File: src/rtl/dashed_net_renderer.sv
// Multi-channel vertical dashed-line renderer with frame-latched settings, line-driven phase
// tracking, optional per-frame scrolling and a fixed two-stage hit pipeline.
module dashed_net_renderer #(
    parameter int unsigned CHANNELS = 2,
    parameter int unsigned X_W      = 10,
    parameter int unsigned Y_W      = 9
) (
    input  logic                    clk,
    input  logic                    reset,
    input  logic                    frame_start,
    input  logic                    line_start,
    input  logic [X_W-1:0]          PollX,
    input  logic [Y_W-1:0]          PollY,
    input  logic [CHANNELS*X_W-1:0] LineX,
    input  logic [3:0]              LineW,
    input  logic [4:0]              DashLen,
    input  logic [4:0]              GapLen,
    input  logic                    ScrollEn,
    input  logic                    ScrollDir,
    input  logic [3:0]              ScrollStep,
    output logic [CHANNELS-1:0]     Hit,
    output logic [CHANNELS-1:0]     Hit2,
    output logic                    AnyHit
);

    logic [CHANNELS*X_W-1:0] x_q;
    logic [3:0]              w_q;
    logic [4:0]              dash_q, gap_q;
    logic [5:0]              offset_q, phase_q;
    logic                    armed_q;
    logic [CHANNELS-1:0]     in_x_q;
    logic                    dash_s1_q;

    logic [4:0]              dash_n, gap_n, dash_c;
    logic [5:0]              period_n, period_q, step, offset_n, phase_c;
    logic [6:0]              down_t, up_t, up_wrap;
    logic [CHANNELS*X_W-1:0] x_c;
    logic [3:0]              w_c;
    logic                    armed_c, dash_c_hit;
    logic [CHANNELS-1:0]     in_x_c;

    assign dash_n   = (DashLen == 5'd0) ? 5'd1 : DashLen;
    assign gap_n    = (GapLen == 5'd0) ? 5'd1 : GapLen;
    assign period_n = {1'b0, dash_n} + {1'b0, gap_n};
    assign period_q = {1'b0, dash_q} + {1'b0, gap_q};
    assign step     = ({2'b00, ScrollStep} >= period_n) ? period_n - 6'd1 : {2'b00, ScrollStep};
    assign down_t   = {1'b0, offset_q} - {1'b0, step};
    assign up_t     = {1'b0, offset_q} + {1'b0, step};
    assign up_wrap  = up_t - {1'b0, period_n};

    always_comb begin
        offset_n = offset_q;
        if (ScrollEn) begin
            if (!ScrollDir) begin
                // Borrow means the subtraction went negative; fold back by one period.
                offset_n = down_t[6] ? down_t[5:0] + period_n : down_t[5:0];
            end else begin
                offset_n = (up_t >= {1'b0, period_n}) ? up_wrap[5:0] : up_t[5:0];
            end
        end else if (offset_q >= period_n) begin
            offset_n = offset_q - period_n;
        end
    end

    // Values in effect for the pixel presented this cycle.
    always_comb begin
        x_c     = frame_start ? LineX : x_q;
        w_c     = frame_start ? LineW : w_q;
        dash_c  = frame_start ? dash_n : dash_q;
        armed_c = armed_q | frame_start;
        phase_c = phase_q;
        if (frame_start) begin
            phase_c = offset_n;
        end else if (line_start) begin
            phase_c = (phase_q >= period_q - 6'd1) ? 6'd0 : phase_q + 6'd1;
        end
        dash_c_hit = phase_c < {1'b0, dash_c};
    end

    always_comb begin
        logic [X_W-1:0] lo;
        logic [X_W:0]   hi;
        in_x_c = '0;
        lo     = '0;
        hi     = '0;
        for (int i = 0; i < CHANNELS; i++) begin
            lo        = x_c[i*X_W +: X_W];
            hi        = {1'b0, lo} + (X_W+1)'(w_c);
            in_x_c[i] = armed_c && (PollX >= lo) && ({1'b0, PollX} <= hi);
        end
    end

    always_ff @(posedge clk or negedge reset) begin
        if (!reset) begin
            x_q       <= '0;
            w_q       <= '0;
            dash_q    <= 5'd1;
            gap_q     <= 5'd1;
            offset_q  <= '0;
            phase_q   <= '0;
            armed_q   <= 1'b0;
            in_x_q    <= '0;
            dash_s1_q <= 1'b0;
            Hit       <= '0;
            Hit2      <= '0;
            AnyHit    <= 1'b0;
        end else begin
            if (frame_start) begin
                x_q      <= LineX;
                w_q      <= LineW;
                dash_q   <= dash_n;
                gap_q    <= gap_n;
                offset_q <= offset_n;
                armed_q  <= 1'b1;
            end
            phase_q   <= phase_c;
            in_x_q    <= in_x_c;
            dash_s1_q <= dash_c_hit;
            Hit       <= in_x_q & {CHANNELS{dash_s1_q}};
            Hit2      <= in_x_q & ~{CHANNELS{dash_s1_q}};
            AnyHit    <= |in_x_q;
        end
    end

endmodule

File: config.mk
export PLATFORM = sky130hd
export DESIGN_NAME = dashed_net_renderer
export DESIGN_NICKNAME = d
export VERILOG_FILES = /design/src/rtl/dashed_net_renderer.sv
export SDC_FILE = /design/constraint.sdc
export NUM_CORES = 1
export LEC_CHECK = 0
export ABC_CLOCK_PERIOD_IN_PS = 6300
export BUFFER_PORTS_ARGS = -buffer_cell sky130_fd_sc_hd__buf_2
export CORE_UTILIZATION = 28
export CTS_BUF_LIST = sky130_fd_sc_hd__clkbuf_8 sky130_fd_sc_hd__clkbuf_16
export CTS_CLUSTER_DIAMETER = 200
export DETAILED_ROUTE_END_ITERATION = 16
export PLACE_DENSITY = 0.53
export SLEW_MARGIN = 20
export SYNTH_ARGS = -nofsm -noshare
export SYNTH_HDL_FRONTEND = slang
export SYNTH_SLANG_ARGS = --single-unit
export TNS_END_PERCENT = 30
File: constraint.sdc
create_clock -name clk -period 6.3 [get_ports clk]
set_input_delay 0.63 -clock clk [delete_from_list [all_inputs] [get_ports clk]]
set_output_delay 0.63 -clock clk [all_outputs]
set_load 0.005 [all_outputs]
==> insert_results.sql, run 1 <==
INSERT INTO impl_metrics (metric_group, metric, value, unit) VALUES
('cts', 'path_clk_slew', '0.08', 'ns'),
('cts', 'clockRootBuffer', 'sky130_fd_sc_hd__clkbuf_16', ''),
('place', 'place_ws', '-0.7392', 'ns'),
('setup_path', 'startpoint_type', 'input pin', ''),
('run', 'max_cap_violations', '0', ''),
('floorplanning', 'floorplan.rows', '52', ''),
('timing', 'timing_worst_slew_pin_value', '0.7270', 'ns'),
('grt', 'grt_pass1_vias', '4802', ''),
('power', 'power.leakage', '3.596', 'nW'),
('grt', 'grt.overflow.total', '0', ''),
('timing', 'layout_min_cycle_time', '6.454', 'ns'),
('grt', 'gr_usage_total', '14.10', '%'),
('yosys', 'synth-main-ff-cell', 'sky130_fd_sc_hd__dfrtp_1', ''),
('run_status', 'status', 'complete, but fails checks', ''),
('route', 'drt-pass1-iter-count', '4', ''),
('timing', 'max_freq', '154.9', 'MHz'),
('floorplanning', 'initial_util', '28.69', '%'),
('timing', 'max_slew_margin', '51.53', '%'),
('timing', 'setup_repair_after_global_routing_missed_its_margin', 'yes', ''),
('setup_path', 'timing.critical_path.arrival', '6.65', 'ns'),
('cts', 'clock_tree.htree_level_count', '2', ''),
('timing', 'tns', '-0.1541', 'ns'),
('place', 'detailedPlacementHpwl', '12.10', 'mm'),
('yosys', 'count_of_different_cell_masters_after_synthesis', '72', ''),
('floorplanning', 'fp.dieArea', '0.02138', 'mm2'),
('route', 'vias_per_std_cell', '4.619', ''),
('setup_path', 'worst_path_max_delay_cell', 'sky130_fd_sc_hd__fa_2', ''),
('min_path', 'worst_hold_path_type', 'reg -> reg', ''),
('yosys', 'proportion_of_synthesized_flip_flops_having_asynchronous_set_or_reset', '100.0', '%'),
('power', 'pwr_density_cell', '427.0', 'mW/mm2'),
('cts', 'worst_skew_pair_later_pin_latency', '0.30', 'ns'),
('timing', 'setup_violations', '1', ''),
('cts', 'cts.path.max_buffers', '2', ''),
('route', 'detail_route.drc_violations', '0', ''),
('yosys', 'avgSynthCellArea', '9.070', 'um2'),
('yosys', 'post_synth_instance_area', '0.005823', 'mm2'),
('cts', 'clock_tree_from_tritoncts', 'yes', ''),
('setup_path', 'timing.critical_path.slowest_cell_delay', '0.55', 'ns'),
('place', 'port_buffers', '58', ''),
('setup_path', 'timing.setup.critical_path_class', 'in -> reg', ''),
('route', 'wirelength', '14.62', 'mm'),
('timing', 'postLayoutSetupSlackWorst', '-0.1541', 'ns'),
('timing', 'maxSlewViolCount', '0', ''),
('route', 'vias', '4702', ''),
('timing', 'worst_hold_slack', '0.4705', 'ns'),
('yosys', 'synth_edf_count', '0', ''),
('grt', 'maximum_number_of_pins_on_one_net_before_global_route_repair', '56', ''),
('floorplanning', 'io_pins', '68', ''),
('cts', 'cts_hold_repair.buffers', '0', ''),
('yosys', 'yosys_warnings', '0', ''),
('setup_path', 'worstPathRequired', '6.50', 'ns'),
('cts', 'clock_buffers_created_by_tritoncts', '5', ''),
('place', 'place_congestion', '0.8223', ''),
('setup_path', 'crit_path_max_fanout', '6', ''),
('grt', 'global_route_wire_length_before_repair', '24.01', 'mm'),
('yosys', 'yosysSeqAreaShare', '23.68', '%'),
('route', 'antenna_left', '0', ''),
('setup_path', 'endpoint_kind', 'flip-flop', ''),
('run_status', 'failed_checks', 'negative setup slack', ''),
('cells_and_area', 'synthToLayoutAreaGrowth', '22.75', '%'),
('setup_path', 'crit_path_frequent_cell', 'sky130_fd_sc_hd__ha_4', ''),
('cells_and_area', 'nNetsFinal', '918', ''),
('floorplanning', 'floorplan.die.width', '146.2', 'um'),
('grt', 'number_of_antenna_violations_at_the_first_check_in_global_routing', '1', ''),
('timing', 'report.final.hold_viol_count', '0', ''),
('yosys', 'synthesis.nets', '814', ''),
('route', 'detailedRoute.firstIterationViolations', '196', ''),
('yosys', 'yosys_register_bits', '55', ''),
('route', 'wl_per_cell', '14.36', 'um'),
('cells_and_area', 'num-fill-cells', '2122', ''),
('yosys', 'postSynthCellCount', '642', ''),
('floorplanning', 'die_y', '146.2', 'um'),
('timing', 'period_share', '102.4', '%'),
('floorplanning', 'fp.coreArea', '0.02030', 'mm2'),
('cells_and_area', 'ratio_of_cells_with_drive_above_1_in_the_final_layout', '24.77', '%'),
('cts', 'numClockSinks', '55', ''),
('timing', 'clock-skew-final', '0.007937', 'ns'),
('power', 'ir_drop', '0.0002088', 'V');
[through the flow]
step                      std cells  utilization, %  cell area [um2]  total power [mW]
final                          1018           35.21             7148             3.052
after global routing           1017           35.20             7146             3.346
after CTS                      1017           34.99             7102             3.024
after detailed placement       1005           33.80             6862             2.629
after global placement         1005           33.80             6862             2.624
after floorplan                 642               -             5939             1.980
[synthesized netlist by cell type (3+ instances only)]
| cell | instances | area [um2] |
|---|---|---|
| sky130_fd_sc_hd__a211oi_1 | 8 | 60.06 |
| sky130_fd_sc_hd__a21boi_0 | 5 | 37.54 |
| sky130_fd_sc_hd__a21o_1 | 24 | 180.2 |
| sky130_fd_sc_hd__a21oi_1 | 32 | 160.2 |
| sky130_fd_sc_hd__and2_1 | 5 | 31.28 |
| sky130_fd_sc_hd__and3_1 | 3 | 18.77 |
| sky130_fd_sc_hd__clkbuf_1 | 11 | 41.29 |
| sky130_fd_sc_hd__dfrtp_1 | 53 | 1326 |
| sky130_fd_sc_hd__fa_1 | 9 | 180.2 |
| sky130_fd_sc_hd__ha_1 | 100 | 1251 |
| sky130_fd_sc_hd__inv_1 | 87 | 326.6 |
| sky130_fd_sc_hd__maj3_1 | 8 | 80.08 |
| sky130_fd_sc_hd__mux2_2 | 12 | 135.1 |
| sky130_fd_sc_hd__mux2i_1 | 22 | 220.2 |
| sky130_fd_sc_hd__nand2_1 | 34 | 127.6 |
| sky130_fd_sc_hd__nand2b_1 | 11 | 68.82 |
| sky130_fd_sc_hd__nand3_1 | 8 | 40.04 |
| sky130_fd_sc_hd__nand4_1 | 9 | 56.30 |
| sky130_fd_sc_hd__nor2_1 | 28 | 105.1 |
| sky130_fd_sc_hd__nor2_2 | 3 | 18.77 |
| sky130_fd_sc_hd__nor2b_1 | 11 | 68.82 |
| sky130_fd_sc_hd__nor3_1 | 5 | 25.02 |
| sky130_fd_sc_hd__o2111ai_1 | 3 | 26.28 |
| sky130_fd_sc_hd__o211ai_1 | 4 | 30.03 |
| sky130_fd_sc_hd__o21a_1 | 5 | 37.54 |
| sky130_fd_sc_hd__o21ai_0 | 28 | 140.1 |
| sky130_fd_sc_hd__o21bai_1 | 5 | 37.54 |
| sky130_fd_sc_hd__o311a_1 | 3 | 30.03 |
| sky130_fd_sc_hd__or2_2 | 5 | 31.28 |
| sky130_fd_sc_hd__xnor2_1 | 36 | 315.3 |
| sky130_fd_sc_hd__xor2_1 | 11 | 96.34 |
[critical path, delay by kind of cell]
| family | cells | cell delay, ns |
|---|---|---|
| buffers and inverters | 3 | 0.31 |
| XOR/XNOR | 1 | 0.10 |
| AO/OA/AOI/OAI | 8 | 1.43 |
| multiplexers | 1 | 0.32 |
| AND/OR/NAND/NOR | 8 | 1.41 |
| adder cells (fa/ha/maj) | 8 | 2.45 |
[layout by cell type, fill, tap and decap left out, types with 28 or more instances in the layout]
| master | n |
|---|---|
| sky130_fd_sc_hd__buf_2 | 56 |
| sky130_fd_sc_hd__buf_4 | 59 |
| sky130_fd_sc_hd__a21oi_1 | 29 |
| sky130_fd_sc_hd__dfrtp_1 | 53 |
| sky130_fd_sc_hd__xnor2_1 | 34 |
| sky130_fd_sc_hd__o21ai_0 | 28 |
| sky130_fd_sc_hd__ha_1 | 95 |
| sky130_fd_sc_hd__inv_1 | 86 |
| sky130_fd_sc_hd__nor2_1 | 28 |
| sky130_fd_sc_hd__nand2_1 | 33 |
[where the power goes]
group          internal, mW  switching (mW)  total (mW)  leakage [nW]
Clock                 0.148           0.138       0.286        0.0740
Combinational          1.15            1.11        2.26          2.87
Sequential            0.428          0.0786       0.507         0.653
Total                  1.73            1.33        3.05          3.60
[path summary, 6_finish.rpt]
path | endpoint | slack, ns | startpoint | cells after the start
worst max-delay path | dash_s1_q$_DFF_PN0_ | -0.15 | GapLen[4] | 29
worst min-delay path | armed_q$_DFFE_PN0P_ | 0.47 | armed_q$_DFFE_PN0P_ | 2
worst max register to register | dash_s1_q$_DFF_PN0_ | 2.27 | offset_q[1]$_DFFE_PN0P_ | 18
worst min register to register | armed_q$_DFFE_PN0P_ | 0.47 | armed_q$_DFFE_PN0P_ | 2
max in group asynchronous | gap_q[3]$_DFFE_PN0P_ | 5.35 | reset | 2
min in group asynchronous | x_q[18]$_DFF_PN0_ | 0.48 | reset | 2
[sequential cells by signal, indices dropped and copies added, names as in the netlist, 4 cells and up]
register	cells
phase_q	6
w_q	4
offset_q	6
gap_q	5
x_q	20
dash_q	5
[layer usage]
layer | GRT usage [%] | wire length, um | part of all wire [%]
met2 | 24.95 | 7087 | 48
met4 | 2.656 | 163 | 1.1
met5 | 0 | 0 | 0
met3 | 1.656 | 367 | 2.5
met1 | 18.44 | 6997 | 48
[layout make-up]
| type | instances | area [um2] | area share (%) |
|---|---|---|---|
| Inverter | 89 | 336.6 | 4.709 |
| Multi-Input combinational cell | 478 | 4199 | 58.74 |
| Clock buffer | 5 | 125.1 | 1.750 |
| Clock inverter | 3 | 18.77 | 0.2626 |
| Antenna cell | 1 | 2.502 | 0.03501 |
| Sequential cell | 55 | 1379 | 19.29 |
| Tap cell | 270 | 337.8 | 4.726 |
| Timing Repair Buffer | 117 | 749.5 | 10.48 |
[logic make-up (layout without fill, tap and decap cells)]
family          count (synthesis)  after routing  share of synthesized area [%]
compound gates                150            150                          18.11
xor+xnor                       48             48                          7.349
fa+ha+maj                     118            118                          26.15
buf+inv                       109            214                          7.585
flops                          55             55                          23.68
mux                            35             35                          6.360
other cells                     0              1                              0
simple gates                  127            127                          10.77
[what timing repair did]
item / CTS / global route
endpoints found under the setup margin: 1 / 1
resized for setup: 14 / 5
pin swaps: 22 / 0
setup buffers: 4 / 0
(Power assumes the default switching activity.)
==> inputs of run 2 (changes only) <==
Settings changed: CORE_UTILIZATION 28 to 45, PLACE_DENSITY 0.53 to 0.73.
==> run 2 against run 1 <==
The flow still finishes with violations (negative setup slack). Sequential power grew 1%. Non-clock buffer count grew 9. Via count grew 5.4%. Count of clock-buffer cells in the layout is the same. Die area shrank 37%. Register-to-register slack lost 0.19 ns. Hold slack lost 0.0092 ns. Global-route usage grew 9.5 points. Clock skew shrank 0.0035 ns. Cell count shrank 8.8%. Critical endpoint unchanged.
==> insert_results.sql, run 2 (synthesis results as in run 1) <==
INSERT INTO impl_metrics (metric_group, metric, value, unit) VALUES
('cts', 'clock_tree_from_tritoncts', 'yes', ''),
('floorplanning', 'die_y', '115.8', 'um'),
('route', 'antenna_left', '0', ''),
('timing', 'report.final.hold_viol_count', '0', ''),
('power', 'pwr_density_cell', '444.7', 'mW/mm2'),
('setup_path', 'path_depth', '30', ''),
('power', 'ir_drop', '0.0002070', 'V'),
('setup_path', 'worst_path_max_delay_cell', 'sky130_fd_sc_hd__fa_2', ''),
('cells_and_area', 'ratio_of_cells_with_drive_above_1_in_the_final_layout', '25.40', '%'),
('setup_path', 'startpoint_type', 'input pin', ''),
('timing', 'worst_hold_slack', '0.4613', 'ns'),
('timing', 'max_freq', '150.9', 'MHz'),
('route', 'detailedRoute.firstIterationViolations', '195', ''),
('timing', 'timing_worst_slew_pin_value', '0.7276', 'ns'),
('cts', 'clock_tree.htree_level_count', '2', ''),
('place', 'dpl.cell_count', '911', ''),
('floorplanning', 'fp.dieArea', '0.01340', 'mm2'),
('grt', 'grt.overflow.total', '0', ''),
('setup_path', 'regToRegEndpoint', 'dash_s1_q$_DFF_PN0_', ''),
('timing', 'maxSlewViolCount', '0', ''),
('setup_path', 'crit_path_frequent_cell', 'sky130_fd_sc_hd__a21o_1', ''),
('cells_and_area', 'max_flop_register', 'x_q', ''),
('floorplanning', 'fp.coreArea', '0.01262', 'mm2'),
('cells_and_area', 'number_of_flip_flops_under_the_largest_register_name', '20', ''),
('cts', 'path_clk_slew', '0.07', 'ns'),
('cts', 'clock_buffers_created_by_tritoncts', '5', ''),
('cts', 'numClockSinks', '55', ''),
('setup_path', 'worst_setup_path_startpoint', 'DashLen[2]', ''),
('power', 'power.leakage', '3.640', 'nW'),
('grt', 'maximum_number_of_pins_on_one_net_before_global_route_repair', '56', ''),
('cells_and_area', 'layout_common_cells', 'sky130_fd_sc_hd__ha_1 (96), sky130_fd_sc_hd__inv_1 (86), sky130_fd_sc_hd__buf_4 (66)', ''),
('power', 'total_power', '3.147', 'mW'),
('route', 'detail_route.drc_violations', '0', ''),
('run_status', 'failed_checks', 'negative setup slack', ''),
('route', 'vias', '4955', ''),
('power', 'power.switching', '1.384', 'mW'),
('cts', 'worst_skew_pair_later_pin_latency', '0.30', 'ns'),
('setup_path', 'ff2ff_path_depth', '19', ''),
('power', 'intPower', '1.763', 'mW'),
('power', 'sw_frac_of_total', '43.98', '%'),
('route', 'wl_per_cell', '15.92', 'um'),
('timing', 'period_share', '105.2', '%'),
('cells_and_area', 'synthToLayoutAreaGrowth', '21.53', '%'),
('place', 'port_buffers', '58', ''),
('cells_and_area', 'num-fill-cells', '1150', ''),
('cts', 'cts.path.max_buffers', '2', ''),
('cells_and_area', 'final_design_area_no_fill', '0.007077', 'mm2'),
('power', 'comb_power_share', '74.7', '%'),
('cells_and_area', 'largest_registers', 'x_q x20, offset_q x6, phase_q x6', ''),
('floorplanning', 'floorplan.rows', '41', ''),
('place', 'place_ws', '-0.7794', 'ns'),
('setup_path', 'crit_path_max_fanout', '6', ''),
('timing', 'tns', '-0.3270', 'ns'),
('timing', 'setup_repair_after_global_routing_missed_its_margin', 'yes', ''),
('route', 'wirelength', '14.78', 'mm'),
('timing', 'layout_min_cycle_time', '6.627', 'ns'),
('setup_path', 'endpoint', 'dash_s1_q$_DFF_PN0_', ''),
('timing', 'clock-skew-final', '0.004419', 'ns'),
('setup_path', 'worst-r2r-setup-slack', '2.08', 'ns'),
('setup_path', 'critPathTopFamily', 'compound AO/OA/AOI/OAI gates', ''),
('place', 'detailedPlacementHpwl', '11.85', 'mm'),
('floorplanning', 'floorplan.die.width', '115.8', 'um'),
('run', 'max_cap_violations', '0', ''),
('grt', 'gr_usage_total', '23.64', '%'),
('timing', 'max_slew_margin', '51.49', '%'),
('grt', 'number_of_antenna_violations_at_the_first_check_in_global_routing', '0', ''),
('floorplanning', 'initial_util', '46.14', '%'),
('setup_path', 'worstPathRequired', '6.54', 'ns'),
('grt', 'global_route_wire_length_before_repair', '24.73', 'mm'),
('cells_and_area', 'nNetsFinal', '927', ''),
('cells_and_area', 'final_instance_count_without_filler_cells', '928', ''),
('floorplanning', 'io_pins', '68', ''),
('setup_path', 'endpoint_kind', 'flip-flop', ''),
('setup_path', 'timing.critical_path.arrival', '6.86', 'ns'),
('place', 'placed_area', '0.006769', 'mm2'),
('grt', 'grt_pass1_vias', '5335', ''),
('power', 'seq_power_share', '16.3', '%'),
('cells_and_area', 'postLayoutCoreUtil', '56.08', '%'),
('power', 'clock_power_share', '9.0', '%'),
('setup_path', 'timing.critical_path.slowest_cell_delay', '0.55', 'ns'),
('setup_path', 'regToRegStartpoint', 'offset_q[1]$_DFFE_PN0P_', ''),
('cells_and_area', 'mostFrequentLayoutCell', 'sky130_fd_sc_hd__ha_1', ''),
('cells_and_area', 'antenna-diode-count', '0', ''),
('timing', 'setup_violations', '1', ''),
('setup_path', 'timing.setup.critical_path_class', 'in -> reg', ''),
('timing', 'postLayoutSetupSlackWorst', '-0.3270', 'ns'),
('cts', 'clockRootBuffer', 'sky130_fd_sc_hd__clkbuf_16', ''),
('setup_path', 'cp.buffers_inverters', '2', ''),
('route', 'vias_per_std_cell', '5.339', ''),
('run_status', 'status', 'complete, but fails checks', ''),
('cts', 'cts_hold_repair.buffers', '0', ''),
('route', 'drt-pass1-iter-count', '4', ''),
('min_path', 'worst_hold_path_type', 'in -> async', ''),
('place', 'place_congestion', '0.9214', '');
## run 2: cell types whose count changed in the layout (fill, tap and decap cells not counted), sizes merged
| cell | before | now |
|---|---|---|
| diode | 1 | 0 |
| buf | 117 | 126 |
## run 2: how the worst min path moves through the flow
| stage | startpoint | to | slack, ns |
|---|---|---|---|
| 6_report | reset | x_q[5]$_DFF_PN0_ | 0.46 |
| 5_1_grt | in_x_q[1]$_DFF_PN0_ | AnyHit$_DFF_PN0_ | 0.51 |
| 4_1_cts | reset | x_q[6]$_DFF_PN0_ | 0.48 |
| 3_5_place_dp | armed_q$_DFFE_PN0P_ | armed_q$_DFFE_PN0P_ | 0.46 |
| 3_3_place_gp | armed_q$_DFFE_PN0P_ | armed_q$_DFFE_PN0P_ | 0.46 |
| 2_1_floorplan | reset | AnyHit$_DFF_PN0_ | 0.33 |
## run 2: area by class of cell
type	count	area [um2]	area share (%)
repair buffers	126	833.3	11.78
clock buffers	5	125.1	1.768
multi-input cells	478	4169	58.91
clock inverters	3	18.77	0.2652
inverters	89	336.6	4.756
well taps	172	215.2	3.041
flip-flops and latches	55	1379	19.48
## run 2: timing repair
item,CTS,global route
setup buffers,6,3
pin swaps,22,7
hold endpoints to repair,0,0
endpoints found under the setup margin,1,3
resized for setup,14,9
gates cloned,0,0
## run 2: power by group through the flow
stage / logic [mW] / registers (mW) / clock network, mW
floorplan: 1.50 / 0.484 / 0
global placement: 2.07 / 0.513 / 0
detailed placement: 2.16 / 0.517 / 0
CTS: 2.27 / 0.511 / 0.292
global route: 2.59 / 0.521 / 0.305
finish: 2.35 / 0.512 / 0.284
## run 2: layer usage
metal  wire length (um)  track usage [%]
met4                354            6.923
met1               6243            28.84
met2               7491            43.03
met5                  0                0
met3                686            3.504
## run 2: worst reg2reg max path: stages, from the launching register on
cell and delay, ns:
sky130_fd_sc_hd__dfrtp_1 0.52, sky130_fd_sc_hd__ha_1 0.40, sky130_fd_sc_hd__a211oi_2 0.28, sky130_fd_sc_hd__or3b_4 0.18, sky130_fd_sc_hd__nand2b_1 0.05, sky130_fd_sc_hd__a21o_1 0.18
sky130_fd_sc_hd__xnor2_2 0.17, sky130_fd_sc_hd__ha_4 0.17, sky130_fd_sc_hd__a211oi_2 0.13, sky130_fd_sc_hd__o31a_1 0.23, sky130_fd_sc_hd__o311ai_4 0.13, sky130_fd_sc_hd__a31oi_4 0.21
sky130_fd_sc_hd__nor2_2 0.07, sky130_fd_sc_hd__xnor2_1 0.13, sky130_fd_sc_hd__a2111oi_2 0.43, sky130_fd_sc_hd__a21o_1 0.16, sky130_fd_sc_hd__ha_1 0.25, sky130_fd_sc_hd__a21o_1 0.18
sky130_fd_sc_hd__a21oi_2 0.13, sky130_fd_sc_hd__o2111a_1 0.17
==> inputs of run 3 (changes only) <==
Settings changed: RECOVER_POWER set to 100, TNS_END_PERCENT 30 to 50.
==> run 3 against run 2 <==
The flow finishes with violations (max-capacitance violations, max-slew violations, negative setup slack). Sequential share of layout area about the same. Sequential cell count did not move. Critical path depth is the same. Cell area down 0.23%. Maximum frequency is essentially flat. Count of clock-buffer cells in the layout stayed put. Non-clock buffer count did not move. Clock skew up 0.00082 ns. Clock power about the same. Critical endpoint unchanged. Largest power group unchanged.
==> insert_results.sql, run 3 (synthesis results as in run 1) <==
INSERT INTO impl_metrics (metric_group, metric, value, unit) VALUES
('grt', 'gr_usage_total', '23.64', '%'),
('timing', 'timing_worst_slew_pin_value', '3.040', 'ns'),
('setup_path', 'cp.buffers_inverters', '2', ''),
('place', 'dpl.cell_count', '911', ''),
('cts', 'clock_tree.htree_level_count', '2', ''),
('route', 'wl_per_cell', '15.91', 'um'),
('floorplanning', 'floorplan.rows', '41', ''),
('floorplanning', 'die_y', '115.8', 'um'),
('place', 'detailedPlacementHpwl', '11.85', 'mm'),
('cells_and_area', 'mostFrequentLayoutCell', 'sky130_fd_sc_hd__ha_1', ''),
('route', 'detail_route.drc_violations', '0', ''),
('setup_path', 'worst_path_max_delay_cell', 'sky130_fd_sc_hd__fa_2', ''),
('cells_and_area', 'antenna-diode-count', '0', ''),
('timing', 'period_share', '105.1', '%'),
('cts', 'clock_buffers_created_by_tritoncts', '5', ''),
('floorplanning', 'initial_util', '46.14', '%'),
('timing', 'setup_repair_after_global_routing_missed_its_margin', 'yes', ''),
('cells_and_area', 'synthToLayoutAreaGrowth', '21.25', '%'),
('route', 'vias', '4960', ''),
('route', 'drt-pass1-iter-count', '4', ''),
('cells_and_area', 'final_design_area_no_fill', '0.007061', 'mm2'),
('floorplanning', 'io_pins', '68', ''),
('cts', 'worst_skew_pair_later_pin_latency', '0.30', 'ns'),
('min_path', 'hold-path-endpoint', 'armed_q$_DFFE_PN0P_', ''),
('timing', 'setup_violations', '1', ''),
('setup_path', 'timing.critical_path.slowest_cell_delay', '0.55', 'ns'),
('route', 'detailedRoute.firstIterationViolations', '200', ''),
('place', 'place_congestion', '0.9214', ''),
('cells_and_area', 'largest_registers', 'x_q x20, offset_q x6, phase_q x6', ''),
('timing', 'worst_hold_slack', '0.4776', 'ns'),
('cts', 'cts_hold_repair.buffers', '0', ''),
('route', 'wirelength', '14.76', 'mm'),
('grt', 'grt.overflow.total', '0', ''),
('timing', 'report.final.hold_viol_count', '0', ''),
('power', 'power.leakage', '3.612', 'nW'),
('grt', 'number_of_antenna_violations_at_the_first_check_in_global_routing', '0', ''),
('min_path', 'hold_start', 'armed_q$_DFFE_PN0P_', ''),
('min_path', 'min_path_cells', '2', ''),
('run', 'max_cap_violations', '1', ''),
('grt', 'maximum_number_of_pins_on_one_net_before_global_route_repair', '56', ''),
('min_path', 'worst_hold_path_type', 'reg -> reg', ''),
('cts', 'cts.path.max_buffers', '2', ''),
('power', 'ir_drop', '0.0002076', 'V'),
('place', 'place_ws', '-0.7794', 'ns'),
('place', 'placed_area', '0.006769', 'mm2'),
('floorplanning', 'fp.coreArea', '0.01262', 'mm2'),
('route', 'antenna_left', '0', ''),
('timing', 'layout_min_cycle_time', '6.622', 'ns'),
('setup_path', 'critPathTopFamily', 'compound AO/OA/AOI/OAI gates', ''),
('cells_and_area', 'max_flop_register', 'x_q', ''),
('cts', 'clockRootBuffer', 'sky130_fd_sc_hd__clkbuf_16', ''),
('setup_path', 'timing.setup.critical_path_class', 'in -> reg', ''),
('cells_and_area', 'nNetsFinal', '927', ''),
('setup_path', 'worst_setup_path_startpoint', 'DashLen[2]', ''),
('power', 'pwr_density_cell', '444.6', 'mW/mm2'),
('floorplanning', 'floorplan.die.width', '115.8', 'um'),
('setup_path', 'crit_path_max_fanout', '6', ''),
('cts', 'clock_tree_from_tritoncts', 'yes', ''),
('setup_path', 'crit_path_frequent_cell', 'sky130_fd_sc_hd__a21o_1', ''),
('setup_path', 'startpoint_type', 'input pin', ''),
('cells_and_area', 'final_instance_count_without_filler_cells', '928', ''),
('floorplanning', 'fp.dieArea', '0.01340', 'mm2'),
('cells_and_area', 'number_of_flip_flops_under_the_largest_register_name', '20', ''),
('route', 'vias_per_std_cell', '5.345', ''),
('cells_and_area', 'ratio_of_cells_with_drive_above_1_in_the_final_layout', '23.54', '%'),
('setup_path', 'worst-r2r-setup-slack', '2.09', 'ns'),
('timing', 'maxSlewViolCount', '56', ''),
('run_status', 'status', 'complete, but fails checks', ''),
('setup_path', 'regToRegStartpoint', 'offset_q[1]$_DFFE_PN0P_', ''),
('setup_path', 'timing.critical_path.arrival', '6.86', 'ns'),
('cells_and_area', 'layout_common_cells', 'sky130_fd_sc_hd__ha_1 (96), sky130_fd_sc_hd__inv_1 (86), sky130_fd_sc_hd__buf_4 (65)', ''),
('setup_path', 'endpoint_kind', 'flip-flop', ''),
('setup_path', 'regToRegEndpoint', 'dash_s1_q$_DFF_PN0_', ''),
('setup_path', 'ff2ff_path_depth', '19', ''),
('cts', 'numClockSinks', '55', ''),
('timing', 'postLayoutSetupSlackWorst', '-0.3216', 'ns'),
('grt', 'global_route_wire_length_before_repair', '24.73', 'mm'),
('place', 'port_buffers', '58', ''),
('cts', 'path_clk_slew', '0.07', 'ns'),
('timing', 'max_slew_margin', '-102.7', '%'),
('setup_path', 'worstPathRequired', '6.54', 'ns'),
('grt', 'grt_pass1_vias', '5335', ''),
('timing', 'max_freq', '151.0', 'MHz'),
('run_status', 'failed_checks', 'max-capacitance violations, max-slew violations, negative setup slack', ''),
('timing', 'clock-skew-final', '0.005243', 'ns');
run 3: cell count changes in the layout (fill, tap and decap cells not counted), sizes merged:
cell    change
buf         -7
clkbuf      +7
run 3: through the flow:
stage / setup TNS (ns) / power [mW] / util [%]
after floorplan: -0.6962 / 1.980 / -
after global placement: -1.067 / 2.586 / 53.64
after detailed placement: -2.057 / 2.677 / 53.64
after CTS: -0.2505 / 3.072 / 55.65
after global routing: -0.6551 / 3.406 / 55.95
final: -0.3216 / 3.139 / 55.95
run 3: per-layer routing:
metal	up-vias	GRT usage [%]	wire length [um]
met1	2366	28.84	6349
met5	-	0	0
met4	0	6.923	344
met3	29	3.504	589
li1	2455	-	-
met2	110	43.03	7478
run 3: worst max path at each step:
| stage | to | slack, ns | depth (start not counted) |
|---|---|---|---|
| 6_report | dash_s1_q$_DFF_PN0_ | -0.32 | 30 |
| 4_1_cts | dash_s1_q$_DFF_PN0_ | -0.25 | 30 |
| 3_3_place_gp | dash_s1_q$_DFF_PN0_ | -0.64 | 29 |
| 3_5_place_dp | dash_s1_q$_DFF_PN0_ | -0.78 | 29 |
| 2_1_floorplan | dash_s1_q$_DFF_PN0_ | -0.69 | 31 |
| 5_1_grt | dash_s1_q$_DFF_PN0_ | -0.56 | 30 |
run 3: report_power, final:
| part | internal [mW] | total (mW) | switching [mW] |
|---|---|---|---|
| clock | 0.148 | 0.284 | 0.136 |
| combinational | 1.18 | 2.34 | 1.16 |
| sequential | 0.429 | 0.512 | 0.0834 |
| total | 1.76 | 3.14 | 1.38 |
run 3: cell type report:
cell class	count	area (um2)
inverter	89	336.6
clock buffer	5	125.1
clock inverter	3	18.77
multi-input combinational	478	4164
timing repair buffer	126	822.0
sequential	55	1379
fill	1153	5559
tap	172	215.2
run 3: timing repair:
item                       in CTS  in global routing
pin swaps                      22                  7
setup endpoints to repair       1                  3
resized for setup              14                  9
buffers inserted                6                  3
run 3: tightest hold or removal path: cells and delay by family, from the launching register on:
kind                   cells  cell delay, ns
AND/OR/NAND/NOR            1            0.05
buffers and inverters      1            0.07
flip-flops                 1            0.32
